## src/rtl/hazard_scoreboard.sv

```systemverilog
// Scoreboard-based hazard controller: load-use stall, branch flush/kill and EX operand forwarding.
// Optional macro HAZARD_PERF_CNT_EN adds free-running stall_cnt/flush_cnt event counters.
module hazard_scoreboard #(
    parameter int REG_AW     = 5,
    parameter int NUM_STAGES = 3,
    parameter int LOAD_LAT   = 2,
    parameter int BR_STAGE   = 1,
    parameter int FW         = $clog2(NUM_STAGES)
) (
    input  logic                  clk,
    input  logic                  reset,
    input  logic                  id_valid,
    input  logic [REG_AW-1:0]     id_rs1,
    input  logic [REG_AW-1:0]     id_rs2,
    input  logic                  id_rs1_used,
    input  logic                  id_rs2_used,
    input  logic [REG_AW-1:0]     id_rd,
    input  logic                  id_reg_write,
    input  logic                  id_mem_read,
    input  logic                  br_taken,
    output logic                  stall,
    output logic                  flush,
    output logic [NUM_STAGES-1:0] kill_mask,
    output logic [FW-1:0]         fwd_a,
    output logic [FW-1:0]         fwd_b
`ifdef HAZARD_PERF_CNT_EN
    ,
    output logic [31:0]           stall_cnt,
    output logic [31:0]           flush_cnt
`endif
);

    logic [NUM_STAGES-1:0] v_q, v_d;
    logic [NUM_STAGES-1:0] wr_q, wr_d;
    logic [NUM_STAGES-1:0] ld_q, ld_d;
    logic [REG_AW-1:0]     rd_q [NUM_STAGES];
    logic [REG_AW-1:0]     rd_d [NUM_STAGES];
    logic [REG_AW-1:0]     rs1_q, rs1_d;
    logic [REG_AW-1:0]     rs2_q, rs2_d;
    logic                  rs1_used_q, rs1_used_d;
    logic                  rs2_used_q, rs2_used_d;
    logic                  hazard;

    // A writer blocks ID while its result becomes available later than one stage past its slot.
    always_comb begin
        hazard = 1'b0;
        for (int k = 0; k < NUM_STAGES; k++) begin
            if (v_q[k] && wr_q[k] && ((ld_q[k] ? LOAD_LAT : 1) > k + 1)) begin
                if (id_rs1_used && (id_rs1 != '0) && (rd_q[k] == id_rs1)) hazard = 1'b1;
                if (id_rs2_used && (id_rs2 != '0) && (rd_q[k] == id_rs2)) hazard = 1'b1;
            end
        end
    end

    assign stall = id_valid && !br_taken && hazard;
    assign flush = br_taken;

    always_comb begin
        kill_mask = '0;
        for (int k = 0; k < BR_STAGE; k++) kill_mask[k] = br_taken;
    end

    // Scan oldest to youngest so the youngest matching writer is the final assignment.
    always_comb begin
        fwd_a = '0;
        fwd_b = '0;
        for (int k = NUM_STAGES - 1; k >= 1; k--) begin
            if (v_q[0] && v_q[k] && wr_q[k]) begin
                if (rs1_used_q && (rs1_q != '0) && (rd_q[k] == rs1_q)) fwd_a = FW'(k);
                if (rs2_used_q && (rs2_q != '0) && (rd_q[k] == rs2_q)) fwd_b = FW'(k);
            end
        end
    end

    always_comb begin
        v_d  = '0;
        wr_d = '0;
        ld_d = '0;
        for (int k = 0; k < NUM_STAGES; k++) rd_d[k] = '0;
        for (int k = 1; k < NUM_STAGES; k++) begin
            v_d[k]  = v_q[k-1] && !(br_taken && (k <= BR_STAGE));
            wr_d[k] = wr_q[k-1];
            ld_d[k] = ld_q[k-1];
            rd_d[k] = rd_q[k-1];
        end
        v_d[0]     = id_valid && !stall && !br_taken;
        wr_d[0]    = id_reg_write;
        ld_d[0]    = id_mem_read;
        rd_d[0]    = id_rd;
        rs1_d      = id_rs1;
        rs2_d      = id_rs2;
        rs1_used_d = id_rs1_used;
        rs2_used_d = id_rs2_used;
    end

    always_ff @(posedge clk) begin
        if (reset) begin
            v_q        <= '0;
            wr_q       <= '0;
            ld_q       <= '0;
            for (int k = 0; k < NUM_STAGES; k++) rd_q[k] <= '0;
            rs1_q      <= '0;
            rs2_q      <= '0;
            rs1_used_q <= 1'b0;
            rs2_used_q <= 1'b0;
        end else begin
            v_q        <= v_d;
            wr_q       <= wr_d;
            ld_q       <= ld_d;
            for (int k = 0; k < NUM_STAGES; k++) rd_q[k] <= rd_d[k];
            rs1_q      <= rs1_d;
            rs2_q      <= rs2_d;
            rs1_used_q <= rs1_used_d;
            rs2_used_q <= rs2_used_d;
        end
    end

`ifdef HAZARD_PERF_CNT_EN
    logic [31:0] stall_cnt_q, stall_cnt_d;
    logic [31:0] flush_cnt_q, flush_cnt_d;

    always_comb begin
        stall_cnt_d = stall_cnt_q + {31'd0, stall};
        flush_cnt_d = flush_cnt_q + {31'd0, flush};
    end

    always_ff @(posedge clk) begin
        if (reset) begin
            stall_cnt_q <= '0;
            flush_cnt_q <= '0;
        end else begin
            stall_cnt_q <= stall_cnt_d;
            flush_cnt_q <= flush_cnt_d;
        end
    end

    assign stall_cnt = stall_cnt_q;
    assign flush_cnt = flush_cnt_q;
`endif

endmodule

```

## config.mk

```make
export PLATFORM = sky130hd
export DESIGN_NAME = hazard_scoreboard
export DESIGN_NICKNAME = d
export VERILOG_FILES = /design/src/rtl/hazard_scoreboard.sv
export SDC_FILE = /design/constraint.sdc
export NUM_CORES = 1
export LEC_CHECK = 0
export ABC_AREA = 1
export CAP_MARGIN = 20
export CORE_ASPECT_RATIO = 1.2
export CORE_UTILIZATION = 30
export DETAILED_ROUTE_END_ITERATION = 12
export SLEW_MARGIN = 10
export SYNTH_ARGS = -nofsm -noshare
export SYNTH_HDL_FRONTEND = slang
export SYNTH_SLANG_ARGS = --single-unit
```

## constraint.sdc

```tcl
create_clock -name clk -period 1.36 [get_ports clk]
set_clock_uncertainty 0.05 [all_clocks]
set_input_delay 0.136 -clock clk [delete_from_list [all_inputs] [get_ports clk]]
set_output_delay 0.136 -clock clk [all_outputs]
set_load 0.05 [all_outputs]
```

Word-level counts from Yosys, hierarchy flattened
Memories as Yosys holds them, arrays and structs flattened.
Cells that the tools add are included.
{"block": "word_totals", "regBits": 21, "latchBits": 0, "memories": 1, "output_inout_bits": 9, "inputBits": 23, "mem_bits_rw": 15, "romBits": 0}
{"name": "rd_q", "depth": 3, "width": 5, "read_ports": 3, "rd_ports_with_merged_regs": 0, "wr": 3, "line": "36", "rtl": "logic [REG_AW-1:0] rd_q [NUM_STAGES];"}
{"block": "classes", "n_mux": 26, "n_mul": 0, "reduce_logical": 35, "n_bitwise": 3, "eq_ne": 10, "n_div": 0, "shifts": 0, "n_addsub": 0, "order_cmp": 3}
{"op": "5-bit == test", "n": 10}
{"op": "1-bit logical AND", "n": 29}
{"op": "2-bit 2-to-1 mux", "n": 11}
{"op": "5-bit nonzero test", "n": 4}
{"op": "5-bit 2-to-1 mux", "n": 3}
{"op": "1-bit 2-to-1 mux", "n": 12}
{"op": "2-bit greater-than comparator (second input constant)", "n": 2}
{"op": "1-bit bitwise OR", "n": 3}
{"op": "2-bit by 1-bit greater-than comparator with 1-bit output (second input constant)", "n": 1}
{"op": "1-bit logical NOT", "n": 2}

Depth between registers and ports, before layout
Gate-level depths: netlist of run 1.
{"block": "logic_depth", "ltp_word": 16, "ltp_mapped": 9}

Worst setup path after synthesis of run 1
OpenSTA, ideal clock, no wires.
{"block": "synth_timing", "path_type": "flip-flop to output port", "start": "memory rd_q[1][1], in the netlist rd_q[0][6]", "end": "output fwd_b[1]", "slack_ns": -0.606, "arrival_time_ns": 1.780, "path_stages_with_launch": 6, "cell_sequence": "dfxtp_1 xor2_1 nor2_1 nand4_1 nor2_1 nor2_1"}
{"item": "start, declared", "line": "36"}
{"item": "end, declared", "line": "25", "rtl": "output logic [FW-1:0] fwd_b"}

Worst setup path in the final report of run 1
{"block": "layout_timing", "start": "register v_q[0]", "end": "output fwd_a[1]"}
{"block": "layout_via", "elab_chain_cells": 5}
{"item": "start, declared", "line": "33", "rtl": "logic [NUM_STAGES-1:0] v_q, v_d;"}
{"item": "start signal, assigned", "line": "107", "rtl": "v_q <= v_d;"}
{"item": "1-bit logical AND (2 in series)", "line": "68", "rtl": "if (v_q[0] && v_q[k] && wr_q[k]) begin"}
{"item": "2-bit 2-to-1 mux", "line": "68"}
{"item": "2-bit 2-to-1 mux", "line": "69", "rtl": "if (rs1_used_q && (rs1_q != '0) && (rd_q[k] == rs1_q)) fwd_a = FW'(k);"}
{"item": "2-bit 2-to-1 mux *", "line": "68"}
{"item": "end, declared", "line": "24", "rtl": "output logic [FW-1:0] fwd_a,"}
Every way passes the cells marked *; elsewhere a longest branch is shown, timed or not.

==> metrics.md, run 1 <==
| Metric | Value |
|---|---|
| Lkg Pwr | roughly 1.0 nW |
| Post-route DRC violation count | 0 |
| First-pass GRT wire length | 4720 microns |
| Core Util, Final | between 40% and 50% |
| RSZ-0062 raised after global routing | yes |
| WP data required | 1170 ps |
| Max-cap violation count | 0 |
| CORE AREA | between 4000 and 5000 sq um |
| Slowest stage cell, crit path | dfxtp_2 |
| Max Freq | 602 MHz |
| Top cell by count, worst path | nor3_4 |
| Iteration-0 DRC Markers | 11 |
| Pre-antenna DRT Iters | 4 |
| Hold Path Class | primary input to flip-flop |
| CP startpoint kind | flip-flop |
| Crit-path max cell delay | 340 ps |
| Synth Register Bits | 34 |
| Routed vias | about 1200 |
| Starting density of the core | about a third |
| Most common cell after layout, fill and taps aside | nor2_1 |
| Syn avg cell area | 7.36 sq um |
| Vias in the first global route | approximately 1200 |
| Maximum resistive drop on vdd | ~520 uV |
| Antenna diodes | 0 |
| Ports | 32 |
| Status | finished with violations |
| Initial antenna violation count | 0 |
| Crit-path max FO | 2 |
| Crit-path cells | inv_2 > nor3_4 > nand4_1 > nor3_4 > nor2_4 > buf_12 |
| Crit path buf inv count | 2 |
| GRT Total Usage | around 12% |
| Grt total ovfl | 0 |
| Largest net degree at the start of global routing | 34 |
| TNS Setup | -1350 ps |
| Top delay family on crit path | simple AND/OR/NAND/NOR gates |
| Crit path DAT | 1470 ps |
| Final #Nets | ~270 |
| TritonCTS clock tree | built |
| Clk_lat worst skew | around 280 ps |
| Hold slack | 224 ps |
| PnR worst setup slack | -301 ps |
| Endpoints failing setup | 5 |
| Avg WL per Cell | 8.59 microns |
| Via density | a little under 4 |
| Post-DP HPWL | ~2100 microns |
| ANT nets after route | 0 |
| Overall power | 2.14 mW |
| Share of layout cells above drive strength 1 | between 20 and 25% |
| Max Slew Vio Count | 0 |
| Synth Instances | just over 200 |
| Most frequent cells in the layout | nor2_1, nand2_1, inv_1, dfxtp_1, clkdlybuf4s50_1 |
| Synth warn | 0 |
| Final WL | roughly 2700 microns |
| Placed instance area | between 2000 and 2500 sq um |
| Clock Path Buffers | 2 |
| Final instance area | roughly 2200 sq um |
| Pre-CTS setup slack | -314 ps |
| Die X | 66.6 microns |
| Crit path capture type | output port |
| Post-synthesis sequential area ratio | a little under half |
| Area grow syn2layout | 45.0% |
| Row count | 27 |
| Placed cells | 300 |
| Final min period | 1660 ps |
| PwrDens | roughly 1000 nW/um^2 |
| Final Hold Viols | 0 |
| Die height | just under 80 microns |
| Post-Syn Area | ~1500 sq um |
| Clock root buffer | clkbuf_8 |
| Cts hold-fix bufs | 0 |
| Yosys cell types | 22 |
| CTS Sinks | 34 |
| Die area | ~5300 sq um |
| Violated checks | setup timing |
| H-tree depth | 2 |
| Non-Filler Instances | about 310 |
| Crit Path Category | flip-flop to output port |
| Clock slew at reported path FFs | ~70 ps |
| Port buffer count | 29 |
| CTS buffer count | 5 |
| Global placer's final weighted congestion | about 0.83 |
| Period utilization | 122% |
## final cells by class
| type | count | area [sq um] |
|---|---|---|
| Clock buffer | 7 | 86.3 |
| Clock inverter | 1 | 5.00 |
| Fill cell | 444 | 2520 |
| Inverter | 35 | 131 |
| Multi-Input combinational cell | 128 | 689 |
| Sequential cell | 34 | 691 |
| Tap cell | 58 | 72.6 |
| Timing Repair Buffer | 46 | 502 |
## worst reg2reg max path, stage by stage, from the launching register on
cell     delay (ps)
dfxtp_2         340
inv_2            50
buf_4           120
buf_4           120
nor2_1          170
a21oi_1         100
## path summary, 6_finish.rpt
path              startpoint  depth (start not counted)  slack, ps        to
setup / recovery      v_q[0]                          6       -300  fwd_a[1]
hold reg to reg      wr_q[0]                          2        370   wr_q[1]
hold / removal     id_rs1[0]                          3        220  rs1_q[0]
setup reg to reg      v_q[0]                          5        290    v_q[0]
## power breakdown
part	leakage, nW	internal, mW	total [mW]	switching [mW]
sequential	0.283	1.04	1.08	0.0344
clock	0.0482	0.408	0.743	0.335
combinational	0.701	0.168	0.317	0.148
total	1.03	1.62	2.14	0.518
## cells in the mapped netlist
cell / number / area, sq um
buf_2: 3 / 15.0
inv_2: 1 / 3.75
inv_1: 34 / 128
nor3_1: 3 / 15.0
dfxtp_1: 34 / 681
nor2_1: 50 / 188
o21ai_0: 4 / 20.0
clkbuf_1: 1 / 3.75
xor2_1: 11 / 96.3
buf_4: 4 / 30.0
a21oi_1: 1 / 5.00
or2_2: 1 / 6.26
xnor2_1: 10 / 87.6
nand3_1: 3 / 15.0
nor2_2: 2 / 12.5
nand3b_1: 2 / 15.0
conb_1: 1 / 3.75
a21oi_2: 1 / 8.76
nor3_2: 2 / 20.0
nand4_1: 3 / 18.8
nand2_1: 32 / 120
o21ai_2: 1 / 8.76
## kinds of logic after synthesis
group           after synthesis  synth area share, %
compound gates                7                 2.83
xor+xnor                     21                 12.2
buf+inv                      43                 12.0
flops                        34                 45.3
other cells                   1                0.250
simple gates                 98                 27.3
## repair_timing
action / in CTS / in global routing
gates resized for setup: 15 / 4
endpoints found under the setup margin: 5 / 5
buffers inserted: 1 / 0
pin swaps: 1 / 0
## flip-flops by register name, summed over array words and instances (netlist names)
name and count:
rd_q 15, wr_q 3, ld_q 1, rs2_used_q 1, rs2_q 5, rs1_q 5, rs1_used_q 1, v_q 3
## metal layers
metal | share of wire [%] | global-route usage (%)
met5 | 0 | 0
met1 | 43 | 13.5
met2 | 51 | 20.2
met3 | 2.6 | 2.57
met4 | 3.2 | 8.30
Note: power is estimated with default switching activity, not from simulation.
==> run 2, diff against run 1 <==
- ABC_CLOCK_PERIOD_IN_PS: unset -> 1300
- SLEW_MARGIN: 10 -> 20
- clock period: 1.36 -> 1.3 ns (I/O delays scaled with it)
==> run 2 against run 1 <==
  * The run still ends with setup timing left
  * Critical endpoint is now fwd_b[1]
  * Clock power decreased by 4.0%
  * Critical path type unchanged
  * Cell count grew 1.3%
  * Via count grew 2.0%
  * Hold slack improved by 4.6 ps
  * Register-to-register slack got worse by 130 ps
  * Die area unchanged
  * Sequential power increased by 5%
  * First-iteration DRC count increased by 36%
  * Flip-flop and latch count did not move
==> metrics.md, run 2 (synthesis results as in run 1) <==
| Metric | Value |
|---|---|
| Clock root buffer | clkbuf_8 |
| PnR worst setup slack | -378 ps (-76.7 ps) |
| Clock Path Buffers | 2 (unchanged) |
| Largest reg by FF count | rd_q |
| Most common cell after layout, fill and taps aside | nor2_1 |
| Comb power frac | 15.8% (+1.0 points) |
| Iteration-0 DRC Markers | 15 (+4) |
| Placed instance area | 2080 sq um (+1.5%) |
| Starting density of the core | 32.0% (unchanged) |
| Worst reg2reg setup slack | 160 ps (-130 ps) |
| Area grow syn2layout | 47.2% |
| Most frequent cells in the layout | nor2_1, inv_1, nand2_1, dfxtp_1 |
| WHS Endpoint | rs1_q[0] |
| Final min period | approximately 1700 ps |
| Ports | 32 (unchanged) |
| Overall power | 2.19 mW (+2.4%) |
| Sw Pwr | 553 uW (+6.8%) |
| Final instance area | 2210 sq um (+1.6%) |
| WP data required | 1120 ps (-50 ps) |
| Post-route DRC violation count | 0 (unchanged) |
| CTS buffer count | 5 (unchanged) |
| Hold Path Cell Cnt | 3 (unchanged) |
| Status | finished with violations |
| Routed vias | 1246 (+2.0%) |
| R2R cell count | 7 (+2) |
| Worst R2R Start | rd_q[0][2] |
| Crit path DAT | 1500 ps (+30 ps) |
| GRT Total Usage | 12.2% (+0.073 points) |
| Max reg flops | 15 (unchanged) |
| TNS Setup | -1650 ps (-307 ps) |
| CP startpoint kind | flip-flop |
| Post-DP HPWL | 2210 microns (+3.1%) |
| Vias in the first global route | 1119 (-4.7%) |
| Final Hold Viols | 0 (unchanged) |
| TritonCTS clock tree | built |
| Global placer's final weighted congestion | 0.871 (+5.5%) |
| Avg WL per Cell | 9.00 microns (+4.8%) |
| Final WL | 2820 microns (+6.1%) |
| H-tree depth | 2 (unchanged) |
| Largest net degree at the start of global routing | 34 (unchanged) |
| Final #Nets | 278 (+1.8%) |
| Endpoints failing setup | 5 (unchanged) |
| Pre-antenna DRT Iters | 4 (unchanged) |
| PwrDens | 990 nW/um^2 (+0.82%) |
| Hold Path Class | primary input to flip-flop |
| Sw Ratio | 25.3% (+1.1 points) |
| Cts hold-fix bufs | 0 (unchanged) |
| Hold Startpoint | id_rs1[0] |
| Row count | 27 (unchanged) |
| CTS Sinks | 34 (unchanged) |
| CORE AREA | 4700 sq um (unchanged) |
| Biggest regs | rd_q: 15 flops, rs1_q: 5 flops, rs2_q: 5 flops |
| Port buffer count | 29 (unchanged) |
| Violated checks | setup timing |
| Max Slew Vio Count | 0 (unchanged) |
| Worst r2r dst | v_q[0] |
| Die height | 79.5 microns (unchanged) |
| Die area | 5290 sq um (unchanged) |
| Clk_lat worst skew | 280 ps (about the same) |
| Die X | 66.6 microns (unchanged) |
| First-pass GRT wire length | 4760 microns (+0.89%) |
| Clk pwr share | 32.6% (-2.2 points) |
| Internal | 1.63 mW (+0.96%) |
| ANT nets after route | 0 (unchanged) |
| Crit-path max FO | 2 (unchanged) |
| Max-cap violation count | 0 (unchanged) |
| Lkg Pwr | 1.05 nW (+2.0%) |
| Via density | 3.98 (+0.74%) |
| Initial antenna violation count | 0 (unchanged) |
| Antenna diodes | 0 (unchanged) |
| Seq pwr share | 51.5% (+1.1 points) |
| RSZ-0062 raised after global routing | yes |
| Period utilization | 129% |
| Share of layout cells above drive strength 1 | 23.9% (+0.81 points) |
| Maximum resistive drop on vdd | 490 uV (-6.0%) |
| Pre-CTS setup slack | -355 ps (-41.7 ps) |
| Crit Path Category | flip-flop to output port |
| Clock slew at reported path FFs | 60 ps (about the same) |
| Max Freq | 596 MHz |
| Crit path capture type | output port |
| Grt total ovfl | 0 (unchanged) |
==> run 2: power groups by stage <==
stage                     combinational, mW  sequential [mW]  clock [mW]
after floorplan                       0.185             1.14           0
after global placement                0.339             1.15           0
after detailed placement              0.342             1.15           0
after CTS                             0.346             1.13       0.738
after global routing                  0.382             1.13       0.787
final                                 0.347             1.13       0.713
==> run 2: final cells by class <==
class,instances,area (sq um)
Fill cell,451,2480
Tap cell,58,72.6
Inverter,35,131
Multi-Input combinational cell,128,701
Clock buffer,5,68.8
Timing Repair Buffer,51,539
Clock inverter,2,10.0
Sequential cell,34,688
==> run 2: timing repair <==
item / 4_1_cts / 5_1_grt
setup endpoints to repair: 5 / 5
pin swaps: 5 / 3
setup buffers: 1 / 1
gates resized for setup: 14 / 3
==> run 2: worst max-delay path by stage <==
stage / depth (start not counted) / slack [ps] / start / to
6_report: 7 / -380 / rs2_q[3] / fwd_b[1]
5_1_grt: 7 / -490 / rs2_q[3] / fwd_b[1]
4_1_cts: 6 / -380 / v_q[0] / fwd_a[1]
3_5_place_dp: 10 / -360 / id_rs1[0] / stall
3_3_place_gp: 10 / -350 / id_rs1[0] / stall
2_1_floorplan: 5 / -240 / rs2_q[2] / fwd_b[1]
==> run 2: layer usage <==
metal	track usage [%]	vias up	share of wire [%]
met1	14.6	516	44
met4	7.66	0	3.3
met5	0	-	0
met3	3.43	10	3.8
met2	18.9	28	48
li1	-	692	-
==> run 2: metrics by stage <==
stage / cells / hold WS [ps] / util (%)
after floorplan: 205 / 158 / -
after global placement: 304 / 360 / 44.3
after detailed placement: 304 / 367 / 44.3
after CTS: 312 / 218 / 46.6
after global routing: 313 / 253 / 47.1
final: 313 / 228 / 47.1
==> run 2: critical path, cell delays in order (launching register included) <==
cell	delay (ps)
dfxtp_2	320
buf_6	110
buf_4	120
xor2_1	150
nor2_1	100
nand3b_1	100
nor2_2	160
buf_12	150
==> run 3, diff against run 2 <==
- ABC_CLOCK_PERIOD_IN_PS: 1300 -> 1700
- CORE_MARGIN: unset -> 10
- CORE_UTILIZATION: 30 -> 26
- clock period: 1.3 -> 1.7 ns (I/O delays scaled with it)
==> run 3 against run 2 <==
  * The flow now finishes without violations
  * Utilization fell by 10 points
  * Worst setup slack better by 400 ps
  * Combinational power decreased by 33%
  * Cell count shrank 3.2%
  * First-iteration DRC count grew to 3.7 times the previous value
  * Non-clock buffer count shrank 16
  * Sequential share of layout area grew 2.0 points
==> metrics.md, run 3 (synthesis results as in run 1) <==
| Metric | Value |
|---|---|
| Status | complete, no violations |
| Starting density of the core | 26.7% (-5.3 points) |
| CTS buffer count | 5 (unchanged) |
| CTS Sinks | 34 (unchanged) |
| WP data required | 1480 ps (+360 ps) |
| Die area | 9230 sq um (+74%) |
| Most common cell after layout, fill and taps aside | nor2_1 |
| Overall power | 1.64 mW (-25%) |
| Pre-CTS setup slack | -86.6 ps (+269 ps) |
| Vias in the first global route | 1337 (+19%) |
| Avg WL per Cell | 10.3 microns (+15%) |
| Row count | 30 (+11%) |
| Area grow syn2layout | 38.7% |
| Max-cap violation count | 0 (unchanged) |
| Crit Path Category | flip-flop to output port |
| Max Freq | roughly 600 MHz |
| Placed instance area | 1970 sq um (-5.6%) |
| Largest reg by FF count | rd_q |
| Crit path to | fwd_a[1] |
| CP startpoint kind | flip-flop |
| Top cell by count, worst path | nor3_4 |
| R2R cell count | 7 (unchanged) |
| Seq pwr share | 52.8% (+1.3 points) |
| Share of layout cells above drive strength 1 | 20.9% (-3.0 points) |
| Max reg flops | 15 (unchanged) |
| Clk_lat worst skew | 280 ps (about the same) |
| Post-route DRC violation count | 0 (unchanged) |
| TNS Setup | 0 ps (+1650 ps) |
| Crit path DAT | 1460 ps (-40 ps) |
| Pre-antenna DRT Iters | 2 (-2) |
| Worst R2R Start | rd_q[0][0] |
| Crit-path cells | inv_2 > nor3_4 > nand4_1 > nor3_4 > nor2_2 > buf_12 |
| Sw Ratio | 25.2% (-0.068 points) |
| Via density | 4.11 (+3.3%) |
| Lkg Pwr | 0.981 nW (-6.9%) |
| Cts hold-fix bufs | 0 (unchanged) |
| Core Util, Final | 37.0% (-10 points) |
| Worst reg2reg setup slack | 620 ps (+460 ps) |
| Comb power frac | 14.3% (-1.5 points) |
| Crit path capture type | output port |
| Biggest regs | rd_q: 15 flops, rs1_q: 5 flops, rs2_q: 5 flops |
| Post-DP HPWL | 2600 microns (+17%) |
| Grt total ovfl | 0 (unchanged) |
| PwrDens | 786 nW/um^2 (-21%) |
| Clk pwr share | 32.9% (+0.3 points) |
| Clock slew at reported path FFs | 60 ps (about the same) |
| Die X | 89.4 microns (+34%) |
| GRT Total Usage | 7.58% (-4.6 points) |
| Sw Pwr | 413 uW (-25%) |
| Antenna diodes | 0 (unchanged) |
| Clock Path Buffers | 2 (unchanged) |
| H-tree depth | 2 (unchanged) |
| Iteration-0 DRC Markers | 56 (+41) |
| Endpoints failing setup | 0 (-5) |
| PnR worst setup slack | 23.7 ps (+401 ps) |
| TritonCTS clock tree | built |
| Crit-path max cell delay | 320 ps (about the same) |
| ANT nets after route | 0 (unchanged) |
| Internal | 1.22 mW (-25%) |
| CORE AREA | 5630 sq um (+20%) |
| Die height | 103 microns (+30%) |
| Final Hold Viols | 0 (unchanged) |
| Final #Nets | 262 (-5.8%) |
| Clock root buffer | clkbuf_8 |
| Final WL | 3140 microns (+11%) |
| Global placer's final weighted congestion | 0.846 (-2.9%) |
| Ports | 32 (unchanged) |
| RSZ-0062 raised after global routing | yes |
| Period utilization | 98.6% |
| Final instance area | 2080 sq um (-5.8%) |
| Largest net degree at the start of global routing | 34 (unchanged) |
| Crit-path max FO | 2 (unchanged) |
| Port buffer count | 29 (unchanged) |
| Maximum resistive drop on vdd | 534 uV (+9.0%) |
| Routed vias | 1246 (unchanged) |
| Worst r2r dst | v_q[0] |
| Critical path startpoint | v_q[1] |
| Max Slew Vio Count | 0 (unchanged) |
| Initial antenna violation count | 0 (unchanged) |
| Most frequent cells in the layout | nor2_1, nand2_1, inv_1, dfxtp_1, clkdlybuf4s50_1 |
| Hold Path Class | primary input to flip-flop |
| Slowest stage cell, crit path | dfxtp_2 |
| First-pass GRT wire length | 5470 microns (+15%) |
| Final min period | 1680 ps |
## run 3: cell count changes in the layout (fill, tap and decap cells not counted), sizes merged
cell and delta:
dlygate4sd2 +4, buf -16, clkdlybuf4s50 -4
## run 3: worst min path at each step
stage	from	endpoint	slack, ps	cells after the start
6_report	id_rs2[0]	rs2_q[0]	230	3
2_1_floorplan	br_taken	v_q[1]	200	1
3_5_place_dp	wr_q[0]	wr_q[1]	360	2
5_1_grt	id_rs2[0]	rs2_q[0]	250	3
4_1_cts	id_rs2[0]	rs2_q[0]	230	3
3_3_place_gp	wr_q[0]	wr_q[1]	360	2
## run 3: metal layers
layer	track usage, %	part of all wire, %
met1	7.46	41
met2	13.1	52
met3	2.98	5.2
met4	4.53	2.1
met5	0	0
## run 3: worst max-delay path, delay by kind of cell (launching register included)
family                 cells  cell delay [ps]
AND/OR/NAND/NOR            4              660
flip-flops                 1              320
buffers and inverters      2              190
## run 3: metrics by stage
step / std cells / hold slack [ps]
2_1_floorplan: 205 / 199
3_3_place_gp: 296 / 358
3_5_place_dp: 296 / 364
4_1_cts: 303 / 226
5_1_grt: 303 / 251
6_report: 303 / 234
## run 3: layout make-up
class | count | area (sq um)
Multi-Input combinational cell | 128 | 691
Clock inverter | 2 | 10.0
Tap cell | 64 | 80.1
Inverter | 35 | 131
Timing Repair Buffer | 35 | 410
Sequential cell | 34 | 691
Fill cell | 592 | 3550
Clock buffer | 5 | 68.8
## run 3: power groups by stage
stage          combinational [mW]  sequential, mW  clock [mW]
2_1_floorplan               0.140           0.873           0
3_3_place_gp                0.234           0.879           0
3_5_place_dp                0.237           0.880           0
4_1_cts                     0.236           0.864       0.552
5_1_grt                     0.264           0.870       0.594
6_report                    0.234           0.865       0.538
## run 3: repair_timing
action	4_1_cts	5_1_grt
resized for setup	23	8
pin swaps	9	9
setup endpoints to repair	4	5
buffers inserted	0	0
